### config.mk
export PLATFORM = sky130hd
export DESIGN_NAME = uart_rx_param_flat
export DESIGN_NICKNAME = d
export VERILOG_FILES = /design/src/rtl/uart_rx_param_if.sv /design/src/rtl/uart_rx_param.sv /design/src/flat_wrapper.sv
export SDC_FILE = /design/constraint.sdc
export NUM_CORES = 1
export LEC_CHECK = 0
export BUFFER_PORTS_ARGS = -buffer_cell sky130_fd_sc_hd__buf_2
export CAP_MARGIN = 20
export CORE_MARGIN = 2
export CORE_UTILIZATION = 63
export CTS_BUF_LIST = sky130_fd_sc_hd__clkbuf_4 sky130_fd_sc_hd__clkbuf_8
export CTS_CLUSTER_DIAMETER = 50
export CTS_CLUSTER_SIZE = 10
export DETAILED_ROUTE_END_ITERATION = 10
export PLACE_DENSITY = 0.81
export SLEW_MARGIN = 20
export SYNTH_ARGS = -nofsm -noshare
export SYNTH_HDL_FRONTEND = slang
export SYNTH_SLANG_ARGS = --single-unit
### constraint.sdc
create_clock -name clk -period 3 [get_ports clk]
set_input_delay 0.3 -clock clk [delete_from_list [all_inputs] [get_ports clk]]
set_output_delay 0.3 -clock clk [all_outputs]
set_load 0.02 [all_outputs]
### src/rtl/uart_rx_param_if.sv
// Read/status port between the UART receiver and the core's memory-mapped read logic.
interface uart_rx_param_if #(
  parameter int unsigned DATA_BITS  = 8,
  parameter int unsigned FIFO_DEPTH = 4
);
  localparam int unsigned CNT_W = $clog2(FIFO_DEPTH + 1);

  logic                 rd_en;
  logic                 err_clr;
  logic [DATA_BITS-1:0] rd_data;
  logic                 rd_valid;
  logic [CNT_W-1:0]     fifo_count;
  logic                 parity_error;
  logic                 framing_error;
  logic                 overrun;

  modport master (
    output rd_en, err_clr,
    input  rd_data, rd_valid, fifo_count, parity_error, framing_error, overrun
  );

  modport slave (
    input  rd_en, err_clr,
    output rd_data, rd_valid, fifo_count, parity_error, framing_error, overrun
  );
endinterface

### src/rtl/uart_rx_param.sv
// Parametrised UART receiver: synchroniser, frame FSM, one-stage result register,
// first-word-fall-through receive FIFO and sticky error flags.
module uart_rx_param #(
  parameter int unsigned CLKS_PER_BIT = 8,
  parameter int unsigned DATA_BITS    = 8,
  parameter int unsigned PARITY_EN    = 1,
  parameter int unsigned PARITY_ODD   = 0,
  parameter int unsigned STOP_BITS    = 1,
  parameter int unsigned FIFO_DEPTH   = 4
) (
  input  logic            clk,
  input  logic            rst,
  input  logic            rx,
  output logic            busy,
  uart_rx_param_if.slave  bus
);
  localparam int unsigned TICK_W = $clog2(CLKS_PER_BIT);
  localparam int unsigned BIT_W  = $clog2(DATA_BITS);
  localparam int unsigned PTR_W  = $clog2(FIFO_DEPTH);
  localparam int unsigned CNT_W  = $clog2(FIFO_DEPTH + 1);

  typedef enum logic [2:0] {S_IDLE, S_START, S_DATA, S_PARITY, S_STOP} state_e;

  logic rx_meta, rx_s, rx_prev;

  state_e               state_q, state_d;
  logic [TICK_W-1:0]    tick_q, tick_d;
  logic [BIT_W-1:0]     bit_q, bit_d;
  logic [DATA_BITS-1:0] shreg_q, shreg_d;
  logic                 perr_q, perr_d;
  logic                 ferr_q, ferr_d;
  logic                 done_c, frame_ferr_c;

  logic                 res_valid, res_perr, res_ferr;
  logic [DATA_BITS-1:0] res_word;

  logic [DATA_BITS-1:0] mem [FIFO_DEPTH];
  logic [PTR_W-1:0]     wr_ptr_q, wr_ptr_d, rd_ptr_q, rd_ptr_d;
  logic [CNT_W-1:0]     count_d;
  logic [DATA_BITS-1:0] head_d;
  logic                 pop_c, push_c, full_c, good_c;
  logic                 perr_set_c, ferr_set_c, ovr_set_c;

  // Two-flop synchroniser plus one history flop for start-edge detection.
  always_ff @(posedge clk or negedge rst) begin
    if (!rst) begin
      rx_meta <= 1'b1;
      rx_s    <= 1'b1;
      rx_prev <= 1'b1;
    end else begin
      rx_meta <= rx;
      rx_s    <= rx_meta;
      rx_prev <= rx_s;
    end
  end

  // Frame FSM next-state and datapath.
  always_comb begin
    state_d      = state_q;
    tick_d       = tick_q;
    bit_d        = bit_q;
    shreg_d      = shreg_q;
    perr_d       = perr_q;
    ferr_d       = ferr_q;
    done_c       = 1'b0;
    frame_ferr_c = ferr_q;
    unique case (state_q)
      S_IDLE: begin
        if (rx_prev && !rx_s) begin
          state_d = S_START;
          tick_d  = TICK_W'(CLKS_PER_BIT / 2 - 1);
        end
      end
      S_START: begin
        if (tick_q == '0) begin
          if (rx_s) begin
            state_d = S_IDLE;
          end else begin
            state_d = S_DATA;
            tick_d  = TICK_W'(CLKS_PER_BIT - 1);
            bit_d   = '0;
            perr_d  = 1'b0;
            ferr_d  = 1'b0;
          end
        end else begin
          tick_d = tick_q - TICK_W'(1);
        end
      end
      S_DATA: begin
        if (tick_q == '0) begin
          shreg_d = {rx_s, shreg_q[DATA_BITS-1:1]};
          tick_d  = TICK_W'(CLKS_PER_BIT - 1);
          if (bit_q == BIT_W'(DATA_BITS - 1)) begin
            bit_d   = '0;
            state_d = (PARITY_EN != 0) ? S_PARITY : S_STOP;
          end else begin
            bit_d = bit_q + BIT_W'(1);
          end
        end else begin
          tick_d = tick_q - TICK_W'(1);
        end
      end
      S_PARITY: begin
        if (tick_q == '0) begin
          perr_d  = (^shreg_q) ^ rx_s ^ 1'(PARITY_ODD);
          tick_d  = TICK_W'(CLKS_PER_BIT - 1);
          bit_d   = '0;
          state_d = S_STOP;
        end else begin
          tick_d = tick_q - TICK_W'(1);
        end
      end
      S_STOP: begin
        if (tick_q == '0) begin
          tick_d       = TICK_W'(CLKS_PER_BIT - 1);
          ferr_d       = ferr_q | ~rx_s;
          frame_ferr_c = ferr_q | ~rx_s;
          if (bit_q == BIT_W'(STOP_BITS - 1)) begin
            done_c  = 1'b1;
            state_d = S_IDLE;
          end else begin
            bit_d = bit_q + BIT_W'(1);
          end
        end else begin
          tick_d = tick_q - TICK_W'(1);
        end
      end
      default: state_d = S_IDLE;
    endcase
  end

  // FSM state, busy and the completed-frame result register.
  always_ff @(posedge clk or negedge rst) begin
    if (!rst) begin
      state_q   <= S_IDLE;
      tick_q    <= '0;
      bit_q     <= '0;
      shreg_q   <= '0;
      perr_q    <= 1'b0;
      ferr_q    <= 1'b0;
      busy      <= 1'b0;
      res_valid <= 1'b0;
      res_word  <= '0;
      res_perr  <= 1'b0;
      res_ferr  <= 1'b0;
    end else begin
      state_q   <= state_d;
      tick_q    <= tick_d;
      bit_q     <= bit_d;
      shreg_q   <= shreg_d;
      perr_q    <= perr_d;
      ferr_q    <= ferr_d;
      busy      <= (state_q != S_IDLE);
      res_valid <= done_c;
      if (done_c) begin
        res_word <= shreg_q;
        res_perr <= perr_q;
        res_ferr <= frame_ferr_c;
      end
    end
  end

  // FIFO control; the head is precomputed so rd_data/rd_valid leave flops.
  always_comb begin
    pop_c      = bus.rd_en && (bus.fifo_count != '0);
    full_c     = (bus.fifo_count == CNT_W'(FIFO_DEPTH));
    good_c     = res_valid && !res_ferr;
    push_c     = good_c && (!full_c || pop_c);
    perr_set_c = good_c && res_perr;
    ferr_set_c = res_valid && res_ferr;
    ovr_set_c  = good_c && full_c && !pop_c;
    wr_ptr_d   = push_c ? wr_ptr_q + PTR_W'(1) : wr_ptr_q;
    rd_ptr_d   = pop_c  ? rd_ptr_q + PTR_W'(1) : rd_ptr_q;
    unique case ({push_c, pop_c})
      2'b10:   count_d = bus.fifo_count + CNT_W'(1);
      2'b01:   count_d = bus.fifo_count - CNT_W'(1);
      default: count_d = bus.fifo_count;
    endcase
    if (count_d == '0)                            head_d = '0;
    else if (push_c && (rd_ptr_d == wr_ptr_q))    head_d = res_word;
    else                                          head_d = mem[rd_ptr_d];
  end

  always_ff @(posedge clk) begin
    if (push_c) mem[wr_ptr_q] <= res_word;
  end

  // Pointers, count, read head and sticky flags (set beats clear).
  always_ff @(posedge clk or negedge rst) begin
    if (!rst) begin
      wr_ptr_q          <= '0;
      rd_ptr_q          <= '0;
      bus.fifo_count    <= '0;
      bus.rd_data       <= '0;
      bus.rd_valid      <= 1'b0;
      bus.parity_error  <= 1'b0;
      bus.framing_error <= 1'b0;
      bus.overrun       <= 1'b0;
    end else begin
      wr_ptr_q          <= wr_ptr_d;
      rd_ptr_q          <= rd_ptr_d;
      bus.fifo_count    <= count_d;
      bus.rd_data       <= head_d;
      bus.rd_valid      <= (count_d != '0);
      bus.parity_error  <= perr_set_c | (bus.parity_error  & ~bus.err_clr);
      bus.framing_error <= ferr_set_c | (bus.framing_error & ~bus.err_clr);
      bus.overrun       <= ovr_set_c  | (bus.overrun       & ~bus.err_clr);
    end
  end
endmodule

### src/flat_wrapper.sv
// flat-port wrapper written by rule: the top's interface ports become plain ports
module uart_rx_param_flat 
#(
  parameter int unsigned CLKS_PER_BIT = 8,
  parameter int unsigned DATA_BITS    = 8,
  parameter int unsigned PARITY_EN    = 1,
  parameter int unsigned PARITY_ODD   = 0,
  parameter int unsigned STOP_BITS    = 1,
  parameter int unsigned FIFO_DEPTH   = 4
)
  (clk, rst, rx, busy, bus_rd_en, bus_err_clr, bus_rd_data, bus_rd_valid, bus_fifo_count, bus_parity_error, bus_framing_error, bus_overrun);
  uart_rx_param_if #(.DATA_BITS(DATA_BITS), .FIFO_DEPTH(FIFO_DEPTH)) bus_i ();
  input  logic clk;
  input  logic rst;
  input  logic rx;
  output logic busy;
  input wire logic [$bits(bus_i.rd_en)-1:0] bus_rd_en;
  input wire logic [$bits(bus_i.err_clr)-1:0] bus_err_clr;
  output wire logic [$bits(bus_i.rd_data)-1:0] bus_rd_data;
  output wire logic [$bits(bus_i.rd_valid)-1:0] bus_rd_valid;
  output wire logic [$bits(bus_i.fifo_count)-1:0] bus_fifo_count;
  output wire logic [$bits(bus_i.parity_error)-1:0] bus_parity_error;
  output wire logic [$bits(bus_i.framing_error)-1:0] bus_framing_error;
  output wire logic [$bits(bus_i.overrun)-1:0] bus_overrun;
  assign bus_i.rd_en = bus_rd_en;
  assign bus_i.err_clr = bus_err_clr;
  assign bus_rd_data = bus_i.rd_data;
  assign bus_rd_valid = bus_i.rd_valid;
  assign bus_fifo_count = bus_i.fifo_count;
  assign bus_parity_error = bus_i.parity_error;
  assign bus_framing_error = bus_i.framing_error;
  assign bus_overrun = bus_i.overrun;
  uart_rx_param #(.CLKS_PER_BIT(CLKS_PER_BIT), .DATA_BITS(DATA_BITS), .PARITY_EN(PARITY_EN), .PARITY_ODD(PARITY_ODD), .STOP_BITS(STOP_BITS), .FIFO_DEPTH(FIFO_DEPTH)) u_core (.clk(clk), .rst(rst), .rx(rx), .busy(busy), .bus(bus_i));
endmodule
==> flow_summary.toml, run 1 <==
[synthesis]
yosysTopAreaCellShare = 0.3036
syn_area_per_cell_um2 = 11.54
ys_seq_area_frac = 0.5559
synth_nets = 372
yosys_warnings = 0
synth_enable_flop_cells = 32
yosysTopAreaCell = "dfrtp_1"
synth-main-ff-cell = "dfrtp_1"
yosysUniqueCellTypes = 49
muxShareOfSynthArea = 0.07104
synth_top_family_by_area = "compound AO/OA/AOI/OAI gates"
yosys.area_share.simple = 0.1245
synth_fa_ha_area_frac = 0.03218
syn-instance-count = 357
syn-cell-area_um2 = 4121
synth_seq_cells = 85
yosys.cell_count.top_type = "dfrtp_1"
synth_commonest_cells = "dfrtp_1 (50), edfxtp_1 (32), o21ai_0 (29)"
synth-compound-area-share = 0.1433
async_reset_ff_frac = 0.6235
synth_xor_area_frac = 0.03400
yosys-top-cells-area = "dfrtp_1 (30%), edfxtp_1 (23%), mux2_2 (7.1%)"

[clock_network]
clkTransAtPathRegs_ns = 0.08
cts-resized-gates = 0
h-tree-depth = 3
cts_tree = "yes"
cts_buffers = 9
clockBufferDepth = 2
cts_root_buffer = "clkbuf_8"
clock_sinks = 85
clk_latency_ns = 0.34

[timing]
fin_worst_skew_ns = 0.006879
rsz0062_at_grt = "false"
max_freq_mhz = 386.8
fin_setup_tns_ns = 0
final.period_utilization = 0.8618
hold_viol = 0
finalHoldWorstSlack_ns = 0.04791
setup_viol = 0
period_minus_slack_ns = 2.585
slew_headroom = 0.5021
tightestPinTransition_ns = 0.7433
finalMaxSlewViolations = 0

[min_path]
hold_path.startpoint = "rx"
hp-class = "primary input to register"

[setup_path]
r2r-start = "u_core.res_ferr"
arrival_ns = 2.79
crit_path_max_incr_delay_ns = 0.59
reg2reg_slack_ns = 0.41
worst-endpoint-required_ns = 3.20
worstPathCellList = "nand2b_1, nand2_1, fa_1, nor3_1, a211oi_1, o32ai_2, a311oi_1"
cp-start-kind = "register"
critPathLaunch = "u_core.res_ferr"
crit_type = "register to register"
slowest_stage = "o32ai_2"
end_kind = "register"
crit_fanout = 9

[finish]
nets = 389
diodes = 0
syn2layout_area_growth_pct = 8.379
layout-drive-gt1-share = 0.2058

[die]
coreArea_um2 = 6350
die_y_um = 84.88
start_util = 0.6491
fp.dieW_um = 84.88
rows = 29
dieArea_um2 = 7205
ios = 21

[global_route]
grt_overflow = 0
grt_pass1_wl_mm = 11.81
grt_max_degree = 35
grt_usage = 0.2070
first_global_vias = 2518
antenna_found_initial = 0

[run_status]
status = "complete, no violations"

[routing]
routed-via-count = 2707
viasPerCell = 5.936
first_pass_iters = 5
post_drt_wl_per_cell_um = 14.79
ant_nets = 0
drtIter0Drc = 191
wirelength_mm = 6.745
drc = 0

[pwr]
p_per_area_nw_per_um2 = 862.0
irDropWorstVdd_uv = 527.1
total_leakage_power_nw = 1.912

[placement]
portBuffers = 20
place.gp.congestion = 0.7560
dp_hpwl_mm = 4.719

[flow_run]
drv_cap = 0
-- kinds of logic after synthesis --
logic type / Yosys count
buffers and inverters: 39
adders and majority gates: 10
and+or+nand+nor: 97
xor gates and xnor gates: 16
DFF: 85
muxes: 26
AOI/OAI and AO/OA: 84
-- layout make-up --
cell class / instances / area [µm²]
clock buffers: 11 / 151.4
multi-input cells: 233 / 1669
inverters: 17 / 63.81
fillers: 432 / 1883
repair buffers: 28 / 162.7
clock inverters: 5 / 32.53
well taps: 77 / 96.34
flip-flops and latches: 85 / 2291
-- placed cells by master (no fill, tap or decap), types with 8 or more instances in the layout --
cell,count
o21ai_0,29
and3_1,8
nor3b_1,9
nand2_1,19
nor2_1,21
dfrtp_1,50
buf_2,20
nor2b_1,8
ha_1,9
clkbuf_8,11
edfxtp_1,32
mux2_2,26
xnor2_1,13
a21oi_1,9
inv_1,17
-- stage by stage --
step / total power (W) / setup WS [ns] / std cells / area, µm² / util
after detailed placement: 0.003122 / 0.4387 / 439 / 4273 / 0.6729
after floorplan: 0.002799 / 0.1677 / 357 / 4121 / -
after global placement: 0.003078 / 0.5975 / 439 / 4273 / 0.6729
final: 0.003850 / 0.4146 / 456 / 4467 / 0.7034
after CTS: 0.003874 / 0.4262 / 456 / 4467 / 0.7034
after global routing: 0.004137 / 0.2083 / 456 / 4467 / 0.7034
-- registers in the layout, indices dropped and copies added (netlist names), 2 cells and up --
register / count
u_core.res_word: 8
u_core.bus.rd_data: 8
u_core.tick_q: 3
u_core.wr_ptr_q: 2
u_core.mem: 32
u_core.rd_ptr_q: 2
u_core.bit_q: 3
u_core.bus.fifo_count: 3
u_core.state_q: 3
u_core.shreg_q: 8
-- what timing repair did --
action	CTS	global route
setup buffers	0	0
hold buffers	1	0
endpoints found under the setup margin	0	0
hold endpoints to repair	26	0
-- power by group --
part	total [W]	leakage, nW	internal [W]	switching [W]
registers	0.00156	0.954	0.00138	0.000181
logic	0.00155	0.865	0.000668	0.000878
clock network	0.000740	0.0938	0.000346	0.000395
-- worst max-delay path, delay by kind of cell (launching register included) --
| family | cells | cell delay, ns |
|---|---|---|
| compound gates | 3 | 0.83 |
| flops | 1 | 0.38 |
| fa+ha+maj | 1 | 0.47 |
| simple gates | 3 | 0.76 |
-- metal layers --
layer	global-route usage	vias to the layer above	part of all wire
met1	0.2983	1291	0.47
met3	0.04767	10	0.045
met4	0.07504	0	0.016
met5	0	-	0
met2	0.3128	80	0.47
li1	-	1326	-
-- worst paths after layout --
check	end	depth (start not counted)
setup reg to reg	u_core.bus.rd_data[4]	7
hold reg to reg	u_core.rx_s	0
max in group asynchronous	u_core.rx_prev	3
min in group asynchronous	u_core.bus.fifo_count[1]	2
hold / removal	u_core.rx_meta	1
setup / recovery	u_core.bus.rd_data[4]	7
No activity file was read; power rests on OpenSTA's default activity.
==> inputs of run 2 (changes only) <==
--- a/config.mk
+++ b/config.mk
@@ -7,13 +7,16 @@
 export LEC_CHECK = 0
 export BUFFER_PORTS_ARGS = -buffer_cell sky130_fd_sc_hd__buf_2
 export CAP_MARGIN = 20
+export CELL_PAD_IN_SITES_DETAIL_PLACEMENT = 1
+export CELL_PAD_IN_SITES_GLOBAL_PLACEMENT = 2
+export CORE_ASPECT_RATIO = 1.2
 export CORE_MARGIN = 2
-export CORE_UTILIZATION = 63
+export CORE_UTILIZATION = 43
 export CTS_BUF_LIST = sky130_fd_sc_hd__clkbuf_4 sky130_fd_sc_hd__clkbuf_8
 export CTS_CLUSTER_DIAMETER = 50
 export CTS_CLUSTER_SIZE = 10
 export DETAILED_ROUTE_END_ITERATION = 10
-export PLACE_DENSITY = 0.81
+export PLACE_DENSITY = 0.8
 export SLEW_MARGIN = 20
 export SYNTH_ARGS = -nofsm -noshare
 export SYNTH_HDL_FRONTEND = slang
==> run 2 against run 1 <==
Count of clock-buffer cells in the layout shrank 2. Critical path type unchanged. Largest cell class unchanged. Sequential share of layout area down 0.51 points. Register-to-register slack worse by 0.08 ns. Clock power down 2%. Critical endpoint is now u_core.bus.rd_data[5]. Sequential cell count unchanged. Utilization down 22 points. Combinational power increased by 5%. Sequential power is essentially flat. Global-route usage fell by 2.8 points. Non-clock buffer count unchanged.
==> flow_summary.toml, run 2 (synthesis results as in run 1) <==
[run_status]
status = "complete, no violations"

[die]
rows = 39
coreArea_um2 = 9418
die_y_um = 111.2
fp.dieW_um = 93.37
ios = 21
dieArea_um2 = 10390
start_util = 0.4376

[timing]
fin_setup_tns_ns = 0
fin_worst_skew_ns = 0.007331
max_freq_mhz = 375.2
hold_viol = 0
final.period_utilization = 0.8884
period_minus_slack_ns = 2.665
setup_viol = 0
slew_headroom = 0.5274
tightestPinTransition_ns = 0.7089
rsz0062_at_grt = "false"
finalHoldWorstSlack_ns = 0.04036
finalMaxSlewViolations = 0

[global_route]
first_global_vias = 2885
grt_pass1_wl_mm = 14.37
grt_usage = 0.1787
grt_max_degree = 54
antenna_found_initial = 0
grt_overflow = 0

[setup_path]
cp-start-kind = "register"
critPathLaunch = "u_core.bus.fifo_count[2]"
worst-endpoint-required_ns = 3.20
r2r_end = "u_core.bus.rd_data[5]"
end_kind = "register"
endpoint = "u_core.bus.rd_data[5]"
crit_fanout = 9
reg2reg_slack_ns = 0.33
arrival_ns = 2.87
crit_type = "register to register"
r2r-start = "u_core.bus.fifo_count[2]"
r2r_cells = 7

[clock_network]
clk_latency_ns = 0.36
cts.hold.buffers_added = 0
cts-resized-gates = 0
cts_buffers = 9
post-cts-setup-buffers = 0
h-tree-depth = 3
clock_sinks = 85
clockBufferDepth = 2
cts_root_buffer = "clkbuf_8"
clkTransAtPathRegs_ns = 0.09
cts_tree = "yes"

[finish]
regMostFlops = "u_core.mem"
diodes = 0
layout-drive-gt1-share = 0.2111
nets = 389
final_common_cell = "dfrtp_1"
syn2layout_area_growth_pct = 9.472
largest_register_ffs = 32
final_cell_mix = "dfrtp_1 (50), edfxtp_1 (32), o21ai_0 (29), mux2_2 (26), nor2_1 (21)"

[pwr]
p_per_area_nw_per_um2 = 869.6
total_leakage_power_nw = 1.902
irDropWorstVdd_uv = 330.7

[routing]
post_drt_wl_per_cell_um = 17.47
ant_nets = 0
viasPerCell = 5.538
first_pass_iters = 4
drtIter0Drc = 100
drc = 0
wirelength_mm = 8.771
routed-via-count = 2780

[placement]
dp_hpwl_mm = 5.830
place.gp.congestion = 0.8184
portBuffers = 20

[flow_run]
drv_cap = 0

[min_path]
hp-class = "primary input to register"
[run 2: cell count changes in the layout (fill, tap and decap cells not counted), moves of 2 or more]
cell / change
clkinv_2: +2
inv_4: -2
clkinvlp_4: +2
clkbuf_8: -2
[run 2: layout make-up]
cell class,count,area (µm²)
clock buffers,9,123.9
clock inverters,7,50.05
fillers,1035,4906
inverters,17,63.81
multi-input cells,233,1669
flip-flops and latches,85,2291
well taps,123,153.9
repair buffers,28,160.2
[run 2: where the power goes]
part / switching (W) / internal [W]
Clock: 0.000425 / 0.000302
Combinational: 0.000949 / 0.000671
Sequential: 0.000195 / 0.00138
Total: 0.00157 / 0.00235
[run 2: critical path, cell delays in order (launching register included)]
cell	delay, ns
dfrtp_1	0.54
o31a_1	0.21
nand2_1	0.09
fa_1	0.47
nor3_1	0.32
a211oi_1	0.14
o32ai_2	0.64
a311oi_1	0.11
[run 2: how the worst min path moves through the flow]
| stage | startpoint | to | slack [ns] | cells after the start |
|---|---|---|---|---|
| after floorplan | rst | u_core.bit_q[0] | 0.004 | 0 |
| after global placement | u_core.rx_meta | u_core.rx_s | 0.35 | 0 |
| after detailed placement | u_core.rx_meta | u_core.rx_s | 0.35 | 0 |
| after CTS | rx | u_core.rx_meta | 0.009 | 1 |
| after global routing | rx | u_core.rx_meta | 0.006 | 1 |
| final | rx | u_core.rx_meta | 0.04 | 1 |
[run 2: routing by layer]
| layer | vias up | part of all wire | GRT usage |
|---|---|---|---|
| met5 | - | 0 | 0 |
| met4 | 0 | 0.0095 | 0.05882 |
| met3 | 5 | 0.024 | 0.04079 |
| met2 | 33 | 0.51 | 0.3060 |
| met1 | 1412 | 0.45 | 0.2209 |
| li1 | 1330 | - | - |
[run 2: through the flow]
| step | power (W) | cells | setup WS, ns | util | cell area [µm²] |
|---|---|---|---|---|---|
| 6_report | 0.003923 | 502 | 0.3348 | 0.4791 | 4512 |
| 5_1_grt | 0.004211 | 502 | 0.03559 | 0.4791 | 4512 |
| 4_1_cts | 0.003969 | 502 | 0.3136 | 0.4791 | 4512 |
| 3_5_place_dp | 0.003223 | 486 | 0.3486 | 0.4606 | 4338 |
| 3_3_place_gp | 0.003143 | 486 | 0.5076 | 0.4606 | 4338 |
| 2_1_floorplan | 0.002799 | 357 | 0.1677 | - | 4121 |
